<file path="config.mk">
export PLATFORM = sky130hd
export DESIGN_NAME = cpu_bus_arbiter_flat
export DESIGN_NICKNAME = d
export VERILOG_FILES = /design/src/rtl/cpu_bus_arbiter_if.sv /design/src/rtl/cpu_bus_arbiter.sv /design/src/flat_wrapper.sv
export SDC_FILE = /design/constraint.sdc
export NUM_CORES = 1
export LEC_CHECK = 0
export CAP_MARGIN = 25
export CORE_AREA = 2 2 106 108
export DETAILED_ROUTE_END_ITERATION = 12
export DIE_AREA = 0 0 108 110
export HOLD_SLACK_MARGIN = 0.08
export PLACE_DENSITY_LB_ADDON = 0.2
export RECOVER_POWER = 50
export SETUP_SLACK_MARGIN = 0.4
export SLEW_MARGIN = 20
export SYNTH_ARGS = -nofsm -noshare
export SYNTH_HDL_FRONTEND = slang
export SYNTH_SLANG_ARGS = --single-unit
</file>
<file path="constraint.sdc">
create_clock -name i_clock -period 3.17 [get_ports i_clock]
set_clock_uncertainty 0.15 [all_clocks]
set_input_delay 0.634 -clock i_clock [delete_from_list [all_inputs] [get_ports i_clock]]
set_output_delay 0.634 -clock i_clock [all_outputs]
set_load 0.05 [all_outputs]
</file>
<file path="src/rtl/cpu_bus_arbiter_if.sv">
// Signal bundle between cpu_bus_arbiter and its fetch, data and system-bus neighbours.
// master: the arbiter's view; slave: the view of the requesters and the bus.
interface cpu_bus_arbiter_if;
   logic        i_fetch_request;
   logic        o_fetch_ready;
   logic [31:0] i_fetch_address;
   logic [31:0] o_fetch_rdata;
   logic        i_data_request;
   logic        i_data_rw;
   logic        o_data_ready;
   logic [31:0] i_data_address;
   logic [31:0] i_data_wdata;
   logic [3:0]  i_data_wmask;
   logic [31:0] o_data_rdata;
   logic        o_bus_request;
   logic        o_bus_rw;
   logic [31:0] o_bus_address;
   logic [31:0] o_bus_wdata;
   logic [3:0]  o_bus_wmask;
   logic        i_bus_ready;
   logic [31:0] i_bus_rdata;
   logic        o_timeout;

   modport master (
      input  i_fetch_request, i_fetch_address,
      input  i_data_request, i_data_rw, i_data_address, i_data_wdata, i_data_wmask,
      input  i_bus_ready, i_bus_rdata,
      output o_fetch_ready, o_fetch_rdata, o_data_ready, o_data_rdata,
      output o_bus_request, o_bus_rw, o_bus_address, o_bus_wdata, o_bus_wmask,
      output o_timeout
   );

   modport slave (
      output i_fetch_request, i_fetch_address,
      output i_data_request, i_data_rw, i_data_address, i_data_wdata, i_data_wmask,
      output i_bus_ready, i_bus_rdata,
      input  o_fetch_ready, o_fetch_rdata, o_data_ready, o_data_rdata,
      input  o_bus_request, o_bus_rw, o_bus_address, o_bus_wdata, o_bus_wmask,
      input  o_timeout
   );
endinterface

</file>
<file path="src/rtl/cpu_bus_arbiter.sv">
// Fetch/data arbiter for the CPU's single bus port, one transaction at a time, with watchdog.
// Optional feature: define CPU_BUS_ARB_ROUND_ROBIN_EN for round-robin instead of data-first priority.
module cpu_bus_arbiter #(
   parameter int unsigned TIMEOUT_CYCLES = 0
) (
   input  logic              i_clock,
   input  logic              i_reset_n,
   cpu_bus_arbiter_if.master bus
);
   localparam bit          LP_WD_EN = (TIMEOUT_CYCLES != 0);
   localparam logic [15:0] LP_LIMIT = (TIMEOUT_CYCLES != 0) ? 16'(TIMEOUT_CYCLES - 1) : 16'd0;

   typedef enum logic [1:0] {
      ST_IDLE        = 2'd0,
      ST_GRANT_FETCH = 2'd1,
      ST_GRANT_DATA  = 2'd2
   } state_t;

   state_t      r_state, w_state_nxt;
   logic        r_bus_request, w_bus_request_nxt;
   logic        r_bus_rw, w_bus_rw_nxt;
   logic [31:0] r_bus_address, w_bus_address_nxt;
   logic [31:0] r_bus_wdata, w_bus_wdata_nxt;
   logic [3:0]  r_bus_wmask, w_bus_wmask_nxt;
   logic [15:0] r_count, w_count_nxt;
   logic        r_mask_fetch, w_mask_fetch_nxt;
   logic        r_mask_data, w_mask_data_nxt;
   logic        w_eff_fetch, w_eff_data, w_pick_fetch, w_grant;
   logic        w_expire, w_done;
   logic        w_fetch_ready, w_data_ready, w_timeout;
   logic [31:0] w_fetch_rdata, w_data_rdata;

   assign w_eff_fetch = bus.i_fetch_request & ~r_mask_fetch;
   assign w_eff_data  = bus.i_data_request & ~r_mask_data;
   assign w_grant     = (r_state == ST_IDLE) & (w_eff_fetch | w_eff_data);
   assign w_expire    = LP_WD_EN & (r_count == LP_LIMIT);
   assign w_done      = bus.i_bus_ready | w_expire;

`ifdef CPU_BUS_ARB_ROUND_ROBIN_EN
   logic r_last_fetch;

   assign w_pick_fetch = w_eff_fetch & (~w_eff_data | ~r_last_fetch);

   // Round-robin pointer: records whether the latest grant went to fetch.
   always_ff @(posedge i_clock or negedge i_reset_n) begin
      if (!i_reset_n) begin
         r_last_fetch <= 1'b1;
      end else if (w_grant) begin
         r_last_fetch <= w_pick_fetch;
      end else begin
         r_last_fetch <= r_last_fetch;
      end
   end
`else
   assign w_pick_fetch = w_eff_fetch & ~w_eff_data;
`endif

   // Next-state, bus-register and completion logic.
   always_comb begin
      w_state_nxt       = r_state;
      w_bus_request_nxt = r_bus_request;
      w_bus_rw_nxt      = r_bus_rw;
      w_bus_address_nxt = r_bus_address;
      w_bus_wdata_nxt   = r_bus_wdata;
      w_bus_wmask_nxt   = r_bus_wmask;
      w_count_nxt       = r_count;
      w_mask_fetch_nxt  = 1'b0;
      w_mask_data_nxt   = 1'b0;
      w_fetch_ready     = 1'b0;
      w_data_ready      = 1'b0;
      w_fetch_rdata     = 32'd0;
      w_data_rdata      = 32'd0;
      w_timeout         = 1'b0;
      case (r_state)
         ST_IDLE: begin
            if (w_pick_fetch) begin
               w_state_nxt       = ST_GRANT_FETCH;
               w_bus_request_nxt = 1'b1;
               w_bus_rw_nxt      = 1'b0;
               w_bus_address_nxt = bus.i_fetch_address;
               w_bus_wdata_nxt   = 32'd0;
               w_bus_wmask_nxt   = 4'b0000;
               w_count_nxt       = 16'd0;
            end else if (w_eff_data) begin
               w_state_nxt       = ST_GRANT_DATA;
               w_bus_request_nxt = 1'b1;
               w_bus_rw_nxt      = bus.i_data_rw;
               w_bus_address_nxt = bus.i_data_address;
               w_bus_wdata_nxt   = bus.i_data_wdata;
               w_bus_wmask_nxt   = bus.i_data_wmask;
               w_count_nxt       = 16'd0;
            end else begin
               w_state_nxt = ST_IDLE;
            end
         end
         ST_GRANT_FETCH, ST_GRANT_DATA: begin
            if (w_done) begin
               // A real ready always beats the watchdog in the same cycle.
               w_timeout         = ~bus.i_bus_ready;
               w_state_nxt       = ST_IDLE;
               w_bus_request_nxt = 1'b0;
               if (r_state == ST_GRANT_FETCH) begin
                  w_fetch_ready    = 1'b1;
                  w_fetch_rdata    = bus.i_bus_ready ? bus.i_bus_rdata : 32'd0;
                  w_mask_fetch_nxt = 1'b1;
               end else begin
                  w_data_ready    = 1'b1;
                  w_data_rdata    = bus.i_bus_ready ? bus.i_bus_rdata : 32'd0;
                  w_mask_data_nxt = 1'b1;
               end
            end else begin
               w_count_nxt = LP_WD_EN ? (r_count + 16'd1) : r_count;
            end
         end
         default: begin
            w_state_nxt       = ST_IDLE;
            w_bus_request_nxt = 1'b0;
         end
      endcase
   end

   // State, bus registers, watchdog counter and post-ready masks.
   always_ff @(posedge i_clock or negedge i_reset_n) begin
      if (!i_reset_n) begin
         r_state       <= ST_IDLE;
         r_bus_request <= 1'b0;
         r_bus_rw      <= 1'b0;
         r_bus_address <= 32'd0;
         r_bus_wdata   <= 32'd0;
         r_bus_wmask   <= 4'b0000;
         r_count       <= 16'd0;
         r_mask_fetch  <= 1'b0;
         r_mask_data   <= 1'b0;
      end else begin
         r_state       <= w_state_nxt;
         r_bus_request <= w_bus_request_nxt;
         r_bus_rw      <= w_bus_rw_nxt;
         r_bus_address <= w_bus_address_nxt;
         r_bus_wdata   <= w_bus_wdata_nxt;
         r_bus_wmask   <= w_bus_wmask_nxt;
         r_count       <= w_count_nxt;
         r_mask_fetch  <= w_mask_fetch_nxt;
         r_mask_data   <= w_mask_data_nxt;
      end
   end

   // Ready, rdata and timeout are combinational so completion costs no extra cycle.
   assign bus.o_fetch_ready = w_fetch_ready;
   assign bus.o_fetch_rdata = w_fetch_rdata;
   assign bus.o_data_ready  = w_data_ready;
   assign bus.o_data_rdata  = w_data_rdata;
   assign bus.o_timeout     = w_timeout;
   assign bus.o_bus_request = r_bus_request;
   assign bus.o_bus_rw      = r_bus_rw;
   assign bus.o_bus_address = r_bus_address;
   assign bus.o_bus_wdata   = r_bus_wdata;
   assign bus.o_bus_wmask   = r_bus_wmask;
endmodule

</file>
<file path="src/flat_wrapper.sv">
// flat-port wrapper written by rule: the top's interface ports become plain ports
module cpu_bus_arbiter_flat 
#(
   parameter int unsigned TIMEOUT_CYCLES = 0
)
  (i_clock, i_reset_n, bus_i_fetch_request, bus_i_fetch_address, bus_i_data_request, bus_i_data_rw, bus_i_data_address, bus_i_data_wdata, bus_i_data_wmask, bus_i_bus_ready, bus_i_bus_rdata, bus_o_fetch_ready, bus_o_fetch_rdata, bus_o_data_ready, bus_o_data_rdata, bus_o_bus_request, bus_o_bus_rw, bus_o_bus_address, bus_o_bus_wdata, bus_o_bus_wmask, bus_o_timeout);
  cpu_bus_arbiter_if bus_i ();
  input  logic i_clock;
  input  logic i_reset_n;
  input wire logic [$bits(bus_i.i_fetch_request)-1:0] bus_i_fetch_request;
  input wire logic [$bits(bus_i.i_fetch_address)-1:0] bus_i_fetch_address;
  input wire logic [$bits(bus_i.i_data_request)-1:0] bus_i_data_request;
  input wire logic [$bits(bus_i.i_data_rw)-1:0] bus_i_data_rw;
  input wire logic [$bits(bus_i.i_data_address)-1:0] bus_i_data_address;
  input wire logic [$bits(bus_i.i_data_wdata)-1:0] bus_i_data_wdata;
  input wire logic [$bits(bus_i.i_data_wmask)-1:0] bus_i_data_wmask;
  input wire logic [$bits(bus_i.i_bus_ready)-1:0] bus_i_bus_ready;
  input wire logic [$bits(bus_i.i_bus_rdata)-1:0] bus_i_bus_rdata;
  output wire logic [$bits(bus_i.o_fetch_ready)-1:0] bus_o_fetch_ready;
  output wire logic [$bits(bus_i.o_fetch_rdata)-1:0] bus_o_fetch_rdata;
  output wire logic [$bits(bus_i.o_data_ready)-1:0] bus_o_data_ready;
  output wire logic [$bits(bus_i.o_data_rdata)-1:0] bus_o_data_rdata;
  output wire logic [$bits(bus_i.o_bus_request)-1:0] bus_o_bus_request;
  output wire logic [$bits(bus_i.o_bus_rw)-1:0] bus_o_bus_rw;
  output wire logic [$bits(bus_i.o_bus_address)-1:0] bus_o_bus_address;
  output wire logic [$bits(bus_i.o_bus_wdata)-1:0] bus_o_bus_wdata;
  output wire logic [$bits(bus_i.o_bus_wmask)-1:0] bus_o_bus_wmask;
  output wire logic [$bits(bus_i.o_timeout)-1:0] bus_o_timeout;
  assign bus_i.i_fetch_request = bus_i_fetch_request;
  assign bus_i.i_fetch_address = bus_i_fetch_address;
  assign bus_i.i_data_request = bus_i_data_request;
  assign bus_i.i_data_rw = bus_i_data_rw;
  assign bus_i.i_data_address = bus_i_data_address;
  assign bus_i.i_data_wdata = bus_i_data_wdata;
  assign bus_i.i_data_wmask = bus_i_data_wmask;
  assign bus_i.i_bus_ready = bus_i_bus_ready;
  assign bus_i.i_bus_rdata = bus_i_bus_rdata;
  assign bus_o_fetch_ready = bus_i.o_fetch_ready;
  assign bus_o_fetch_rdata = bus_i.o_fetch_rdata;
  assign bus_o_data_ready = bus_i.o_data_ready;
  assign bus_o_data_rdata = bus_i.o_data_rdata;
  assign bus_o_bus_request = bus_i.o_bus_request;
  assign bus_o_bus_rw = bus_i.o_bus_rw;
  assign bus_o_bus_address = bus_i.o_bus_address;
  assign bus_o_bus_wdata = bus_i.o_bus_wdata;
  assign bus_o_bus_wmask = bus_i.o_bus_wmask;
  assign bus_o_timeout = bus_i.o_timeout;
  cpu_bus_arbiter #(.TIMEOUT_CYCLES(TIMEOUT_CYCLES)) u_core (.i_clock(i_clock), .i_reset_n(i_reset_n), .bus(bus_i));
endmodule
</file>
==> run_results.csv <==
group,metric,value,unit
power,peakVddDrop,544.5,uV
status,result_of_the_run,"finished clean",
route,route.detailed.wl_per_inst,18.16,microns
run,max_cap_viol_count,0,
clocking,tritoncts_num_sinks,74,
placement,place_congestion,0.7752,
finish,num-fill-cells,806,
synthesis,total_nets_after_synthesis,427,
timing,hold_viol_final,0,
route,drt.antenna.violating_nets,0,
timing,min_period_over_period,0.8830,
synthesis,synth_cell_area,3433,sq um
timing,timing_worst_slew_pin_value,1.445,ns
finish,antennaDiodeCount,0,
power,leakagePower,0.002981,uW
worst_setup_path,worst_endpoint_required_time,2.39,ns
finish,areaGrowthSynthToFinish,110.0,%
die,core-area,10700,sq um
route,drt_iter0_markers,172,
worst_setup_path,timing_worst_setup_path_type,"in -> out",
die,die-area,11880,sq um
route,remaining_drc_errors,0,
synthesis,syn-instance-count,286,
clocking,worstSkewPairLatency,0.35,ns
route,route.vias.total,3445,
global_routing,antenna_found_initial,0,
die,ioPinCount,275,
route,drt_pre_antenna_iters,4,
die,chipHeight,110,microns
global_routing,first_pass_grt_wire_length,18.89,mm
timing,final-max-slew-violation-count,0,
timing,clock.fmax,357.3,MHz
finish,utilization,0.6740,
synthesis,ys_types,23,
min_path,min-delay-path-class,"reg -> reg",
global_routing,grt_start_max_net_pins,75,
global_routing,grt_pass1_vias,3706,
die,initial_utilization,0.3209,
placement,io_buffers,273,
timing,finalCriticalPeriod,2.799,ns
clocking,cts_buffer_count,9,
placement,detailed_place_hpwl,9.568,mm
timing,report.final.setup_viol,0,
timing,rsz0062_at_grt,"yes",
timing,setup_tns,0,ns
finish,final_nets,697,
clocking,cts_root_buf,"clkbuf_8",
route,route.final.wire_length,12.73,mm
finish,layout-drive-gt1-share,0.2282,
timing,max-slew-margin-rel,0.03660,
die,die_width,108,microns
power,power.density,1008,nW/um^2
clocking,clk_path_buf_depth,2,
route,vias_cell,4.914,
synthesis,yosysWarningCount,0,
synthesis,synth.ff_latch_count,74,
die,row_count,38,
clocking,tritoncts,"done",
global_routing,grt_usage,0.2084,
worst_setup_path,worst_setup_path_start_kind,"primary input",
worst_setup_path,worstPathArrival,2.02,ns
synthesis,synth_sequential_area_ratio,0.5394,
clocking,clk_pin_slew_worst_paths,0.07,ns
worst_setup_path,critical_path.max_fanout,17,
synthesis,synthesis.area_per_instance,12.00,sq um
worst_setup_path,critPathCaptureType,"primary output",
global_routing,globalRoute.totalOverflow,0,
clocking,cts-htree-levels,3,
[final cells by class]
type | instances | area [sq um] | share of cell area
Tap cell | 140 | 175.2 | 0.02429
Inverter | 2 | 7.507 | 0.001041
Multi-Input combinational cell | 185 | 1439 | 0.1995
Clock inverter | 7 | 117.6 | 0.01631
Timing Repair Buffer | 284 | 3496 | 0.4848
Sequential cell | 74 | 1852 | 0.2568
Clock buffer | 9 | 123.9 | 0.01718
[flip-flops by register name, indices dropped and copies added, names as in the netlist]
register / count
u_core.bus.o_bus_address: 32
u_core.bus.o_bus_wdata: 32
u_core.bus.o_bus_wmask: 4
u_core.r_state: 2
u_core.bus.o_bus_request: 1
u_core.bus.o_bus_rw: 1
u_core.r_mask_data: 1
u_core.r_mask_fetch: 1
[cells by family (layout without fill, tap and decap cells)]
| family | after synthesis | in the layout | share of synthesized area |
|---|---|---|---|
| buffers and inverters | 27 | 302 | 0.04592 |
| other | 1 | 1 | 0.001092 |
| adder cells (fa/ha/maj) | 3 | 3 | 0.01093 |
| multiplexers | 1 | 1 | 0.003280 |
| AO/OA/AOI/OAI | 74 | 74 | 0.2074 |
| flip-flops | 74 | 74 | 0.5394 |
| AND/OR/NAND/NOR | 106 | 106 | 0.1921 |
[path summary, 6_finish.rpt]
path	start	to	slack, ns	depth (start not counted)
worst max-delay path	bus_i_bus_ready	bus_o_data_rdata[26]	0.37	6
worst min-delay path	u_core.bus.o_bus_wdata[7]	u_core.bus.o_bus_wdata[7]	0.35	1
worst max register to register	u_core.r_state[1]	u_core.bus.o_bus_address[1]	1.00	6
worst min register to register	u_core.bus.o_bus_wdata[7]	u_core.bus.o_bus_wdata[7]	0.35	1
max in group asynchronous	i_reset_n	u_core.bus.o_bus_wdata[5]	0.99	3
min in group asynchronous	i_reset_n	u_core.bus.o_bus_address[9]	0.99	2
[Yosys cell counts, drive strengths merged]
cell	instances	area share
a22o	37	0.094
and2	65	0.12
and3	1	0.0018
and3b	1	0.0026
buf	18	0.036
clkbuf	7	0.0077
conb	1	0.0011
dfrtp	74	0.54
ha	3	0.011
inv	2	0.0022
mux2	1	0.0033
nand2	2	0.0022
nand2b	32	0.058
nand3b	1	0.0022
nor2	1	0.0011
nor2b	3	0.0055
o21a	1	0.0022
o21ai	4	0.0058
o221a	32	0.10
[where the power goes]
part           leakage (uW)  total (uW)  switching, uW  internal (uW)
combinational       0.00197        4790           2890           1900
clock              0.000123         881            359            522
sequential         0.000890        1600            233           1370
total               0.00298        7270           3480           3780
[critical path: stages]
cell and delay, ns:
dlygate4sd3_1 0.60, nand2_1 0.11, nor2_4 0.15, buf_8 0.18
and2_1 0.19, buf_12 0.15
[per-layer routing]
metal	vias to the layer above	GRT usage	part of all wire
met5	-	0	0
met4	0	0.08333	0.022
met3	21	0.08583	0.10
met2	159	0.3801	0.53
met1	1700	0.2119	0.34
li1	1565	-	-
[what timing repair did]
item,CTS,global route
setup endpoints to repair,2,42
endpoints found under the hold margin,0,23
gates cloned,0,2
setup buffers,0,0
hold buffers,0,1
gates resized for setup,1,12
[cells in the final DEF, fill, tap and decap left out, drive strengths merged]
cell | Yosys | routed
nand2b | 32 | 32
conb | 1 | 1
and2 | 65 | 65
buf | 18 | 73
mux2 | 1 | 1
and3b | 1 | 1
o21a | 1 | 1
clkdlybuf4s50 | 0 | 204
a22o | 37 | 37
dfrtp | 74 | 74
nor2 | 1 | 1
clkinv | 0 | 4
ha | 3 | 3
clkbuf | 7 | 13
bufinv | 0 | 3
o221a | 32 | 32
nand2 | 2 | 2
dlygate4sd3 | 0 | 3
nand3b | 1 | 1
and3 | 1 | 1
o21ai | 4 | 4
nor2b | 3 | 3
inv | 2 | 2
[stage by stage]
step | setup WS (ns) | power [uW] | area, sq um | hold slack [ns] | std cells
5_1_grt | 0.3052 | 7594 | 7211 | 0.3737 | 701
4_1_cts | 0.4000 | 7271 | 7139 | 0.2930 | 697
6_report | 0.3710 | 7268 | 7211 | 0.3515 | 701
3_3_place_gp | 0.4207 | 6292 | 6894 | 0.3314 | 681
3_5_place_dp | 0.3889 | 6361 | 6894 | 0.3316 | 681
2_1_floorplan | 0.5960 | 4529 | 3435 | 0.1884 | 286
Note: power is estimated with default switching activity, not from simulation.
